**src/rtl/glycemic_pkg.sv**
```systemverilog
// Shared glycemic definitions: alarm encodings, index range and averaging
// window geometry, common to the calculator stage and the trend monitor.
package glycemic_pkg;

  localparam int unsigned IDX_W     = 4;  // glycemic index width (legal 0..8)
  localparam int unsigned SUM_W     = 6;  // window sum width (max 4*8 = 32)
  localparam int unsigned FILL_W    = 3;  // fill counter width (0..4)
  localparam int unsigned CNT_W     = 3;  // debounce counter width
  localparam int unsigned MAX_INDEX = 8;
  localparam int unsigned WIN_DEPTH = 4;

  typedef enum logic [1:0] {
    ALARM_NORMAL = 2'b00,
    ALARM_HYPER  = 2'b01,
    ALARM_HYPO   = 2'b10
  } alarm_e;

  // Clamp an out-of-range index to the legal maximum.
  function automatic logic [IDX_W-1:0] clampIndex(input logic [IDX_W-1:0] idx);
    return (idx > IDX_W'(MAX_INDEX)) ? IDX_W'(MAX_INDEX) : idx;
  endfunction

endpackage

```
**src/rtl/glycemic_window_avg.sv**
```systemverilog
// Four-sample sliding window with incremental running sum and floor average.
// Ports:
//   clk, rst       - clock, synchronous active-high reset
//   sampleValid    - strobe: glycemicIndex valid this cycle
//   glycemicIndex  - raw index, values above 8 are clamped
//   avgIndex       - floor(sum/4), updated only once the window is full
//   avgStrobe      - one-cycle pulse per accepted sample with a full window
//   rangeError     - sticky: an out-of-range index was accepted
module glycemic_window_avg
  import glycemic_pkg::*;
(
  input  logic             clk,
  input  logic             rst,
  input  logic             sampleValid,
  input  logic [IDX_W-1:0] glycemicIndex,
  output logic [IDX_W-1:0] avgIndex,
  output logic             avgStrobe,
  output logic             rangeError
);

  logic [WIN_DEPTH-1:0][IDX_W-1:0] win;     // win[0] is the oldest sample
  logic [SUM_W-1:0]                sum;
  logic [FILL_W-1:0]               fillCnt;

  logic [IDX_W-1:0]  clamped;
  logic [SUM_W-1:0]  sumNext;
  logic [FILL_W-1:0] fillNext;

  // Next-state values for the accepting edge.
  always_comb begin
    clamped  = clampIndex(glycemicIndex);
    sumNext  = sum + SUM_W'(clamped) - SUM_W'(win[0]);
    fillNext = (fillCnt == FILL_W'(WIN_DEPTH)) ? fillCnt : fillCnt + FILL_W'(1);
  end

  // Window, sum, fill and registered average.
  always_ff @(posedge clk) begin
    if (rst) begin
      win        <= '0;
      sum        <= '0;
      fillCnt    <= '0;
      avgIndex   <= '0;
      avgStrobe  <= 1'b0;
      rangeError <= 1'b0;
    end else begin
      avgStrobe <= 1'b0;
      if (sampleValid) begin
        win     <= {clamped, win[WIN_DEPTH-1:1]};
        sum     <= sumNext;
        fillCnt <= fillNext;
        if (glycemicIndex > IDX_W'(MAX_INDEX)) rangeError <= 1'b1;
        // Average is published only once four samples are in the window.
        if (fillNext == FILL_W'(WIN_DEPTH)) begin
          avgIndex  <= IDX_W'(sumNext >> 2);
          avgStrobe <= 1'b1;
        end
      end
    end
  end

endmodule

```
**src/rtl/glycemic_trend_monitor.sv**
```systemverilog
// Glycemic trend monitor: averages the index over four samples and raises a
// debounced HYPER/HYPO alarm with one step of exit hysteresis.
// Ports:
//   clk, rst       - clock, synchronous active-high reset
//   sampleValid    - strobe: glycemicIndex valid this cycle
//   glycemicIndex  - index from the calculator stage (0..8 legal)
//   avgIndex       - floor average of the last four samples
//   avgStrobe      - pulse when avgIndex updates with a full window
//   alarmLevel     - 00 NORMAL, 01 HYPER, 10 HYPO
//   rangeError     - sticky out-of-range input flag
module glycemic_trend_monitor
  import glycemic_pkg::*;
#(
  parameter int unsigned HIGH_TH  = 6,
  parameter int unsigned LOW_TH   = 2,
  parameter int unsigned DEBOUNCE = 3
) (
  input  logic             clk,
  input  logic             rst,
  input  logic             sampleValid,
  input  logic [IDX_W-1:0] glycemicIndex,
  output logic [IDX_W-1:0] avgIndex,
  output logic             avgStrobe,
  output logic [1:0]       alarmLevel,
  output logic             rangeError
);

  localparam logic [IDX_W-1:0] HIGH_LIM   = IDX_W'(HIGH_TH);
  localparam logic [IDX_W-1:0] LOW_LIM    = IDX_W'(LOW_TH);
  localparam logic [IDX_W-1:0] HYPER_EXIT = IDX_W'(HIGH_TH - 1);
  localparam logic [IDX_W-1:0] HYPO_EXIT  = IDX_W'(LOW_TH + 1);
  localparam logic [CNT_W-1:0] DEB_LIM    = CNT_W'(DEBOUNCE);
  localparam logic [CNT_W-1:0] CNT_MAX    = '1;

  glycemic_window_avg uWindow (
    .clk           (clk),
    .rst           (rst),
    .sampleValid   (sampleValid),
    .glycemicIndex (glycemicIndex),
    .avgIndex      (avgIndex),
    .avgStrobe     (avgStrobe),
    .rangeError    (rangeError)
  );

  alarm_e            state, stateNext;
  logic [CNT_W-1:0]  hiCnt, hiNext, loCnt, loNext;
  logic [CNT_W-1:0]  hiInc, loInc;

  // State and debounce counter registers.
  always_ff @(posedge clk) begin
    if (rst) begin
      state <= ALARM_NORMAL;
      hiCnt <= '0;
      loCnt <= '0;
    end else begin
      state <= stateNext;
      hiCnt <= hiNext;
      loCnt <= loNext;
    end
  end

  // Next-state: evaluated only on cycles carrying a fresh average.
  always_comb begin
    stateNext = state;
    hiNext    = hiCnt;
    loNext    = loCnt;
    hiInc     = (hiCnt == CNT_MAX) ? hiCnt : hiCnt + CNT_W'(1);
    loInc     = (loCnt == CNT_MAX) ? loCnt : loCnt + CNT_W'(1);
    if (avgStrobe) begin
      case (state)
        ALARM_NORMAL: begin
          if (avgIndex > HIGH_LIM) begin
            hiNext = hiInc;
            loNext = '0;
            if (hiInc >= DEB_LIM) begin
              stateNext = ALARM_HYPER;
              hiNext    = '0;
            end
          end else if (avgIndex < LOW_LIM) begin
            loNext = loInc;
            hiNext = '0;
            if (loInc >= DEB_LIM) begin
              stateNext = ALARM_HYPO;
              loNext    = '0;
            end
          end else begin
            hiNext = '0;
            loNext = '0;
          end
        end
        ALARM_HYPER: if (avgIndex <= HYPER_EXIT) stateNext = ALARM_NORMAL;
        ALARM_HYPO:  if (avgIndex >= HYPO_EXIT)  stateNext = ALARM_NORMAL;
        default:     stateNext = ALARM_NORMAL;
      endcase
    end
  end

  assign alarmLevel = state;

endmodule

```
**config.mk**
```make
export PLATFORM = sky130hd
export DESIGN_NAME = glycemic_trend_monitor
export DESIGN_NICKNAME = d
export VERILOG_FILES = /design/src/rtl/glycemic_pkg.sv /design/src/rtl/glycemic_window_avg.sv /design/src/rtl/glycemic_trend_monitor.sv
export SDC_FILE = /design/constraint.sdc
export NUM_CORES = 1
export LEC_CHECK = 0
export ABC_CLOCK_PERIOD_IN_PS = 2700
export BUFFER_PORTS_ARGS = -buffer_cell sky130_fd_sc_hd__buf_4
export CORE_MARGIN = 2
export CORE_UTILIZATION = 30
export DETAILED_ROUTE_END_ITERATION = 10
export SLEW_MARGIN = 10
export SYNTH_ARGS = -nofsm -noshare
export SYNTH_HDL_FRONTEND = slang
export SYNTH_SLANG_ARGS = --single-unit
```
**constraint.sdc**
```tcl
create_clock -name clk -period 2.7 [get_ports clk]
set_input_delay 0.135 -clock clk [delete_from_list [all_inputs] [get_ports clk]]
set_output_delay 0.135 -clock clk [all_outputs]
set_load 0.01 [all_outputs]
```
# == Yosys cells after proc, flatten, opt, wreduce, memory -nomap -nowiden ==
# Index checks and enable logic that the tools add are counted.
# totals
inputBits,7
elab_cells,59
reg_bits,39
# classes
n_eq_ne,11
mux,17
reduce_logical,6
add_sub_neg,5
bitwise,1
n_lt_le_gt_ge,7
# op_table
op,n
$mux W3,8
$eq A3 B3 Y1 const B,4
$mux W2,6
$add A3 B1 Y3 const B,3
$ne A3 B3 Y1 const B,3
$add A6 B4 Y6,1
$ge A3 B2 Y1 const B,2
$pmux W2 S3,1
$reduce_and A2 Y1,3
$reduce_and A6 Y1,1
$sub A6 B4 Y6,1
$ge A4 B2 Y1 const B,1
$gt A4 B3 Y1 const B,1
$gt A4 B4 Y1 const B,1
$le A4 B3 Y1 const B,1
$lt A4 B2 Y1 const B,1
$mux W4,1
$ne A2 B2 Y1 const B,2
$eq A2 B1 Y1 const B,1
$eq A2 B2 Y1 const B,1
$logic_not A2 Y1,1
$reduce_or A2 Y1,1
$mux W1,1
$not A1 Y1,1

# == Depth between registers and ports, before layout ==
# Gate-level depths: netlist (run 1).
# logic_depth
ltp_word,7
mapped_depth,10

# == By module ==
# Synthesis (run 1) repeated with hierarchy kept, for this count alone.
# hier_totals
hier_cells,208
hier_area_um2,1930.6
# modules_own_cells
mod,n_inst,cells_per_inst,area_each_um2
glycemic_window_avg,1,157,1491.4
glycemic_trend_monitor,1,51,439.2

# == Worst setup path after synthesis (run 1) ==
# Ideal clock, no wire load.
# synth_timing
path_kind,input port to flip-flop
start,input port glycemicIndex[3]
end,register uWindow.sum[5]
required_time_ns,2.629
slack_ns,0.588
t_arrival_ns,2.041
setup_time_ns,0.071
stages,10
path_cell_list,inv_1 > nand2_1 > fa_1 > inv_1 > ha_1 > a211oi_1 > o21bai_1 > a211oi_1 > o21ai_0 > a21oi_1
# synth_between
elab_chain_cells,4
# synth_lines
item,line,source
from (decl),glycemic_trend_monitor.sv:21,"input logic [IDX_W-1:0] glycemicIndex,"
$gt A4 B4 Y1,glycemic_pkg.sv:20,return (idx > IDX_W'(MAX_INDEX)) ? IDX_W'(MAX_INDEX) : idx;
$mux W4 (*),glycemic_pkg.sv:20,
$add A6 B4 Y6 (*),glycemic_window_avg.sv:32,sumNext = sum + SUM_W'(clamped) - SUM_W'(win[0]);
$sub A6 B4 Y6 (*),glycemic_window_avg.sv:32,
to (signal assigned),glycemic_window_avg.sv:49,sum <= sumNext;
to (decl),glycemic_window_avg.sv:22,logic [SUM_W-1:0] sum;
# Every way passes the cells marked *; elsewhere a longest branch is shown, timed or not.
# A chain may end at the register's enable or synchronous reset.

# == Worst setup path in the final report (run 1) ==
# layout_timing
start,register uWindow.sum[1]
end,register uWindow.sum[5]
# layout_between
elab_chain_cells,2
# layout_lines
item,line
$add A6 B4 Y6,glycemic_window_avg.sv:32
$sub A6 B4 Y6,glycemic_window_avg.sv:32
# No other way between the ends.

==> metrics, run 1 <==
outcome=finished, final reports clean; FF+latch count, synth=39; area of the multi-input gates=1010 sq um; GR Util All Layers=about a tenth; CTS max path bufs=2; Die ar.=6980 sq um; share of layout cells above drive strength 1=around 10%; Root Driver=clkbuf_8; largest net degree at the start of global routing=between 40 and 50; Yosys top cell area share=41.1%; Overflow after GRT=0; RSZ-0062 raised after global routing=no; Worst setup EP type=flop; I/O pin count=15; # nets final=~240; Min-Delay Path Class=in2reg; Register Area=781 sq um; final instance area=2140 sq um; post-DP HPWL=2.35 mm; # clock sinks=39; Worst Path Required=2920 ps; post-CTS sizing=0; Buf/Inv on CP=2; Max Clock Freq=449 MHz; Synth Area in Compound Gates=between 10% and 20%; critical path peak fanout=2; number of global-route vias before repair=between 1000 and 1500; XOR/XNOR share of the synthesized area=about 2.3%; cts hold-fix bufs=0; detailed-route wire length=3.26 mm; Mapped Cells=206; crit path time final=2230 ps; simple-gate portion of the synthesized area=17.1%; Worst-path clk slew=70 ps; clock latency on the worst-skew pair=280 ps; Final Setup Violations=0; H-Tree Depth=2; die width=83.6 um; synth warn=0; via count=1393; crit-path cells=inv_1, fa_1, inv_1, ha_1, a211oi_1, o21bai_1, a211oi_1, o21ai_0, a21oi_1; placed cell count=288; Hold Vio Cnt, Final=0; overall power=between 1 and 1.5 mW; max-slew violations=0; Routability Congestion=between 0.8 and 0.9; Max-slew headroom=roughly three fifths; initial antenna violation count=0; Final TNS setup=0 ps; worst flop-to-flop path startpoint=uWindow.sum[1]; P_leak=0.906 nW; crit path DAT=2450 ps; crit path from=uWindow.sum[1]; Core Area=6030 sq um; Seq/Total Area, Yosys=41.1%; Synth cell types=35; initial DRC count=52; synthesized cell area=between 1500 and 2000 sq um; Startpoint Class=flop; power per cell area=638 nW/um^2; Max Clock Skew=4.42 ps; Area Growth Syn to Fin=12.8%; die height=83.6 um; Syn Nets=227; hold path start=glycemicIndex[3]; fill count=631; CP Class=reg2reg; cell family with the largest share of critical-path delay=compound AO/OA/AOI/OAI gates; Peak supply drop=0.368 mV; wire per inst=11.1 um; Avg Cell Area, Syn=9.22 sq um; placed cell area=2070 sq um; Starting Density=a little under a third; crit share post-route=approximately 83%; CTS tree=yes; postcts setup bufs=0; DRC Markers=0; largest cells by area after synthesis=dfxtp_1, mux2i_1, ha_1; Tightest Pin Transition=606 ps; Max-cap violations=0; CP peak stage delay=500 ps; router iterations before antenna repair=4; input/output buffers=14; row cnt=28; via/cell ratio=4.74; area leader, netlist=dfxtp_1; CTS buffer count=5; CP max stage cell=fa_1; final std cells w/o fill=294; final antenna-violating net count=0; antenna fix cells=0; area share of fa/ha/maj cells after synthesis=~11%; post-synthesis mux area share=12.6%; main combinational cell family by area after synthesis=simple AND/OR/NAND/NOR gates; global-route wire length before repair=slightly below 6 mm
registers in the layout (all words and copies together), names as in the netlist:
name	flops
uWindow.avgIndex	4
hiCnt	3
uWindow.win	16
loCnt	3
alarmLevel	2
uWindow.fillCnt	3
uWindow.avgStrobe	1
uWindow.sum	6
uWindow.rangeError	1
layer usage:
metal	part of all wire, %	vias to the layer above	global-route usage, %	wire length, um
met4	1.7	0	4.69	55
li1	-	729	-	-
met1	50	640	12.6	1640
met5	0	-	0	0
met2	44	20	16.6	1440
met3	3.7	4	2.67	121
metrics by stage:
stage	hold slack, ps	utilization, %	setup WS (ps)
detailed placement	410	34.3	295
global placement	410	34.3	352
finish	116	35.5	472
global route	146	35.5	241
CTS	110	35.5	448
floorplan	282	-	588
kinds of logic after synthesis:
kind of cell | count (synthesis)
xor gates and xnor gates | 5
muxes | 24
and+or+nand+nor | 67
DFF | 39
adders and majority gates | 14
AOI/OAI and AO/OA | 30
buffers and inverters | 27
tightest hold or removal path: stages:
cell,delay (ps)
buf_4,100
mux2i_1,60
nor2_1,70
power breakdown:
part	switching [mW]	internal (mW)
Sequential	0.0338	0.617
Clock	0.182	0.172
Combinational	0.196	0.166
Total	0.412	0.954
Yosys cell counts:
cell,count
nor3b_1,2
mux2i_1,24
a211oi_1,5
nor4_1,1
buf_1,2
nor3b_2,1
nand3_1,3
nor2b_1,3
buf_2,2
or3_1,1
a21oi_1,11
xor2_1,2
nor3_1,6
o311ai_0,1
nand3b_1,1
nor2_1,28
nand2_1,12
clkbuf_1,3
a22oi_1,1
o21ai_0,6
nand4b_1,1
fa_1,4
a31oi_1,2
ha_1,10
inv_1,20
and4b_1,1
dfxtp_1,39
and2_1,2
nand2b_1,1
a2111oi_4,1
a21o_1,2
nand4_1,3
or2_2,1
o21bai_1,1
xnor2_1,3
cells in the final DEF, fill, tap and decap left out, drive strengths merged, types with 2 or more instances in the layout:
cell	n
buf	14
fa	4
nand4	3
xor2	2
and2	2
a21oi	11
o21ai	6
xnor2	3
nor3b	3
nand3	3
nor2	28
nor3	6
a211oi	5
inv	20
mux2i	24
a21o	2
a31oi	2
nand2	12
dfxtp	39
ha	10
nor2b	3
clkbuf	6
final timing paths:
kind              cells past startpoint               to  slack, ps
setup / recovery                      9   uWindow.sum[5]        470
hold / removal                        3  uWindow.win[15]        120
setup reg to reg                      9   uWindow.sum[5]        470
hold reg to reg                       2         loCnt[1]        460
layout make-up:
cell class	instances	share of cell area, %
clock buffer	6	3.39
inverter	20	3.50
multi-input combinational	140	47.4
sequential	39	36.4
tap	75	4.38
timing repair buffer	14	4.91
(Power assumes the default switching activity.)
==> run 2: changes to the inputs <==
ABC_CLOCK_PERIOD_IN_PS = 2200   (was 2700)
clock period = 2.2 ns   (was 2.7 ns; I/O delays follow)
==> run 2 against run 1 <==
Compared with the run above:
- final cell count rose by 3.1%
- largest cell class unchanged
- die area unchanged
- via count rose by 2.9%
- core utilization rose by 1.6 points
- count of clock-buffer cells in the layout grew 1
- register-to-register slack worse by 340 ps
- sequential cell count unchanged
- clock skew barely moved
- global-route usage fell by 0.21 points
==> metrics, run 2 (synthesis results as in run 1) <==
clock latency on the worst-skew pair=280 ps (about the same); Peak supply drop=0.399 mV (+8.5%); Area Growth Syn to Fin=17.8%; H-Tree Depth=2 (unchanged); outcome=finished, final reports clean; wire per inst=11.1 um (+0.28%); initial DRC count=63 (+21%); Worst Path Required=2420 ps (-500 ps); P_leak=0.946 nW (+4.5%); post-DP HPWL=2.37 mm (+0.79%); Most flops, register=uWindow.win; Tightest Pin Transition=624 ps (+18.3 ps); DRC Markers=0 (unchanged); max-slew violations=0 (unchanged); die width=83.6 um (unchanged); max reg flops=16 (unchanged); CTS max path bufs=2 (unchanged); input/output buffers=14 (unchanged); Min-Delay Path Class=in2reg; final antenna-violating net count=0 (unchanged); global-route wire length before repair=5.82 mm (-0.72%); Max-cap violations=0 (unchanged); Worst setup EP type=flop; Starting Density=31.5% (unchanged); initial antenna violation count=0 (unchanged); CTS buffer count=5 (unchanged); # clock sinks=39 (unchanged); CTS tree=yes; Reg2Reg Depth=9 (unchanged); Core Area=6030 sq um (unchanged); Startpoint Class=flop; via count=1434 (+2.9%); power per cell area=795 nW/um^2 (+25%); share of layout cells above drive strength 1=17.1% (+7.1 points); Top Registers=uWindow.win (16), uWindow.sum (6), uWindow.avgIndex (4); Routability Congestion=0.714 (-11%); Max Clock Skew=4.05 ps (-0.377 ps); detailed-route wire length=3.37 mm (+3.3%); Final TNS setup=0 ps (unchanged); crit path time final=2070 ps (-156 ps); die height=83.6 um (unchanged); commonest non-fill, non-tap cell in the layout=dfxtp_1; I/O pin count=15 (unchanged); Max-slew headroom=57.9% (-1.2 points); row cnt=28 (unchanged); Max Clock Freq=483 MHz (+7.5%); Die ar.=6980 sq um (unchanged); overall power=1.78 mW (+30%); critical path peak fanout=2 (unchanged); largest net degree at the start of global routing=41 (unchanged); # nets final=248 (+2.9%); cts hold-fix bufs=0 (unchanged); Worst-path clk slew=70 ps (about the same); crit path DAT=2290 ps (-160 ps); via/cell ratio=4.73 (-0.11%); GR Util All Layers=9.99% (-0.21 points); router iterations before antenna repair=4 (unchanged); CP Class=reg2reg; Overflow after GRT=0 (unchanged); number of global-route vias before repair=1324 (-1.9%); antenna fix cells=0 (unchanged); commonest non-fill, non-tap cells in the layout=dfxtp_1, nor2_1, mux2i_1, buf_4, inv_1; crit share post-route=94.2% (+12 points); Hold Vio Cnt, Final=0 (unchanged); Hold Path Cell Cnt=3 (unchanged); Final Setup Violations=0 (unchanged); Root Driver=clkbuf_8
run 2: cell count changes in the layout (fill, tap and decap cells not counted), moves of 2 or more:
cell	delta
buf_4	+7
a21oi_2	+2
a211oi_2	+2
o21ai_1	+3
a211oi_1	-2
a21oi_1	-2
inv_1	-2
o21ai_0	-3
inv_2	+2
run 2: stage by stage:
step	cell area (sq um)	worst slack (ps)	hold WS, ps	utilization (%)	cells
floorplan	1900	113	257	-	206
global placement	2110	-78.7	406	35.1	294
detailed placement	2110	-150	416	35.1	294
CTS	2210	4.81	109	36.6	302
global route	2240	-3.52	135	37.1	303
finish	2240	128	115	37.1	303
run 2: critical path: stages (launching register included):
cell	delay, ps
dfxtp_2	340
inv_2	40
fa_1	510
inv_2	60
fa_2	360
a21o_1	200
a21oi_2	140
xnor2_1	150
mux2i_1	100
nor2_1	110
run 2: worst paths after layout:
kind / startpoint / endpoint / slack (ps)
setup / recovery: uWindow.sum[1] / uWindow.avgIndex[2] / 130
hold / removal: glycemicIndex[2] / uWindow.win[14] / 120
setup reg to reg: uWindow.sum[1] / uWindow.avgIndex[2] / 130
hold reg to reg: hiCnt[1] / hiCnt[1] / 460
run 2: cell type report:
class                      count  area (sq um)
timing repair buffer          21           158
tap                           75          93.8
sequential                    39           782
clock inverter                 1          5.00
multi-input combinational    140          1050
fill                         633          3790
inverter                      20          75.1
clock buffer                   7          76.3
run 2: repair_timing:
item                       in CTS  in global routing
setup endpoints to repair       4                  6
resized for setup               3                  9
setup buffers                   0                  1
pin swaps                       0                  8
run 2: power breakdown:
group	switching, mW	total, mW	internal (mW)
clock	0.238	0.461	0.223
sequential	0.0397	0.796	0.757
combinational	0.270	0.522	0.252
run 2: routing by layer:
metal	part of all wire [%]	GRT usage, %
met5	0	0
met4	1.3	3.96
met3	3.6	3.17
met2	44	15.6
met1	51	12.7
==> run 3: changes to the inputs <==
MAX_ROUTING_LAYER = met4   (was default)
SLEW_MARGIN = 20   (was 10)
==> run 3 against run 2 <==
Compared with the run above:
- fmax about the same
- final cell count did not move
- design area unchanged
- total power barely moved
- global-route usage grew 0.28 points
- clock power about the same
- register-to-register slack is essentially flat
- sequential cell count did not move
- largest cell class unchanged
==> metrics, run 3 (synthesis results as in run 1) <==
outcome=finished, final reports clean; Core Area=6030 sq um (unchanged); Worst-path clk slew=70 ps (about the same); crit path DAT=2290 ps (about the same); H-Tree Depth=2 (unchanged); Max-slew headroom=57.9% (unchanged); I/O pin count=15 (unchanged); crit share post-route=94.2% (about the same); clock latency on the worst-skew pair=280 ps (about the same); Area Growth Syn to Fin=17.8% (unchanged); CP Class=reg2reg; CP peak stage delay=510 ps (about the same); GR Util met1=12.8% (+0.060 points); Worst setup EP type=flop; antenna fix cells=0 (unchanged); crit-path cells=inv_2, fa_1, inv_2, fa_2, a21o_1, a21oi_2, xnor2_1, mux2i_1, nor2_1; Min-Delay Path Class=in2reg; power per cell area=795 nW/um^2 (about the same); placed cell area=2110 sq um (unchanged); CTS max path bufs=2 (unchanged); # clock sinks=39 (unchanged); M2 GR Usage=15.6% (unchanged); Most flops, register=uWindow.win; reg2reg setup slack=130 ps (about the same); DRC Markers=0 (unchanged); Max Clock Freq=483 MHz (about the same); post-DP HPWL=2.37 mm (unchanged); via/cell ratio=4.74 (+0.21%); Max-cap violations=0 (unchanged); cts hold-fix bufs=0 (unchanged); detailed-route wire length=3.36 mm (-0.15%); hold path start=glycemicIndex[2]; global-route wire length before repair=5.82 mm (-0.12%); Worst Path Required=2420 ps (about the same); commonest non-fill, non-tap cell in the layout=dfxtp_1; # nets final=248 (unchanged); Hold Path Cell Cnt=3 (unchanged); CP max stage cell=fa_1; initial antenna violation count=0 (unchanged); Buf/Inv on CP=2 (unchanged); WHS Endpoint=uWindow.win[14]; router iterations before antenna repair=4 (unchanged); Die ar.=6980 sq um (unchanged); input/output buffers=14 (unchanged); P_leak=0.946 nW (unchanged); Tightest Pin Transition=624 ps (+0.0000596 ps); largest net degree at the start of global routing=41 (unchanged); commonest non-fill, non-tap cells in the layout=dfxtp_1, nor2_1, mux2i_1, buf_4, inv_1; final antenna-violating net count=0 (unchanged); final instance area=2240 sq um (unchanged); Root Driver=clkbuf_8; number of global-route vias before repair=1324 (unchanged); cell family with the largest share of critical-path delay=adder cells; Final Setup Violations=0 (unchanged); Starting Density=31.5% (unchanged); row cnt=28 (unchanged); Max Clock Skew=3.79 ps (-0.257 ps); via count=1437 (+0.21%); Critical R2R Capture=uWindow.avgIndex[2]; Top Registers=uWindow.win (16), uWindow.sum (6), uWindow.avgIndex (4); share of layout cells above drive strength 1=17.1% (unchanged); CTS buffer count=5 (unchanged); Routability Congestion=0.722 (+1.1%); Peak supply drop=0.400 mV (+0.22%); critical path peak fanout=2 (unchanged); Hold Vio Cnt, Final=0 (unchanged); final core occ=37.1% (unchanged); CTS tree=yes; Reg2Reg Depth=9 (unchanged); Startpoint Class=flop; die width=83.6 um (unchanged); wire per inst=11.1 um (-0.15%); crit path time final=2070 ps (+0.343 ps); GR Util All Layers=10.3% (+0.28 points); worst flop-to-flop path startpoint=uWindow.sum[1]; max reg flops=16 (unchanged); die height=83.6 um (unchanged); Overflow after GRT=0 (unchanged); crit-path most repeated cell=inv_2; busiest grt layer=met2; max-slew violations=0 (unchanged); initial DRC count=62 (-1.6%); GR Util met3=3.07% (-0.099 points); fill count=633 (unchanged)
## run 3: final cells by class
type | count | area [sq um] | share of cell area (%)
multi-input combinational | 140 | 1050 | 46.8
sequential | 39 | 782 | 35.0
timing repair buffer | 21 | 158 | 7.05
tap | 75 | 93.8 | 4.19
clock buffer | 7 | 76.3 | 3.41
inverter | 20 | 75.1 | 3.36
clock inverter | 1 | 5.00 | 0.224
## run 3: how the worst max path moves through the flow
stage,startpoint,to,cells past startpoint
4_1_cts,uWindow.sum[1],uWindow.sum[5],9
6_report,uWindow.sum[1],uWindow.avgIndex[2],9
3_3_place_gp,glycemicIndex[3],uWindow.sum[5],11
3_5_place_dp,glycemicIndex[3],uWindow.sum[5],11
5_1_grt,uWindow.sum[1],uWindow.sum[5],9
2_1_floorplan,glycemicIndex[3],uWindow.sum[5],10
## run 3: timing repair
item | in CTS | in global routing
pin swaps | 0 | 8
setup endpoints to repair | 4 | 6
setup buffers | 0 | 1
gates resized for setup | 3 | 9
## run 3: report_power, final
part	total (mW)	switching, mW	internal (mW)
clock network	0.460	0.237	0.223
registers	0.796	0.0397	0.757
logic	0.522	0.270	0.252
## run 3: worst reg2reg max path, stage by stage (launching register included)
cell and delay (ps):
dfxtp_2 340, inv_2 40, fa_1 510, inv_2 60, fa_2 360, a21o_1 200
a21oi_2 140, xnor2_1 150, mux2i_1 100, nor2_1 110
## run 3: through the flow
step | cells | hold slack (ps) | setup WS, ps | power [mW] | setup TNS [ps]
4_1_cts | 302 | 109 | 4.81 | 1.78 | 0
3_5_place_dp | 294 | 416 | -150 | 1.30 | -463
3_3_place_gp | 294 | 406 | -78.7 | 1.29 | -243
5_1_grt | 303 | 135 | -3.52 | 1.90 | -4.24
6_report | 303 | 117 | 128 | 1.78 | 0
2_1_floorplan | 206 | 257 | 113 | 1.17 | 0
## run 3: routing by layer
metal	share of wire, %	up-vias
met5	0	-
met4	1.2	0
met3	3.2	4
met2	45	18
met1	51	672
li1	-	743
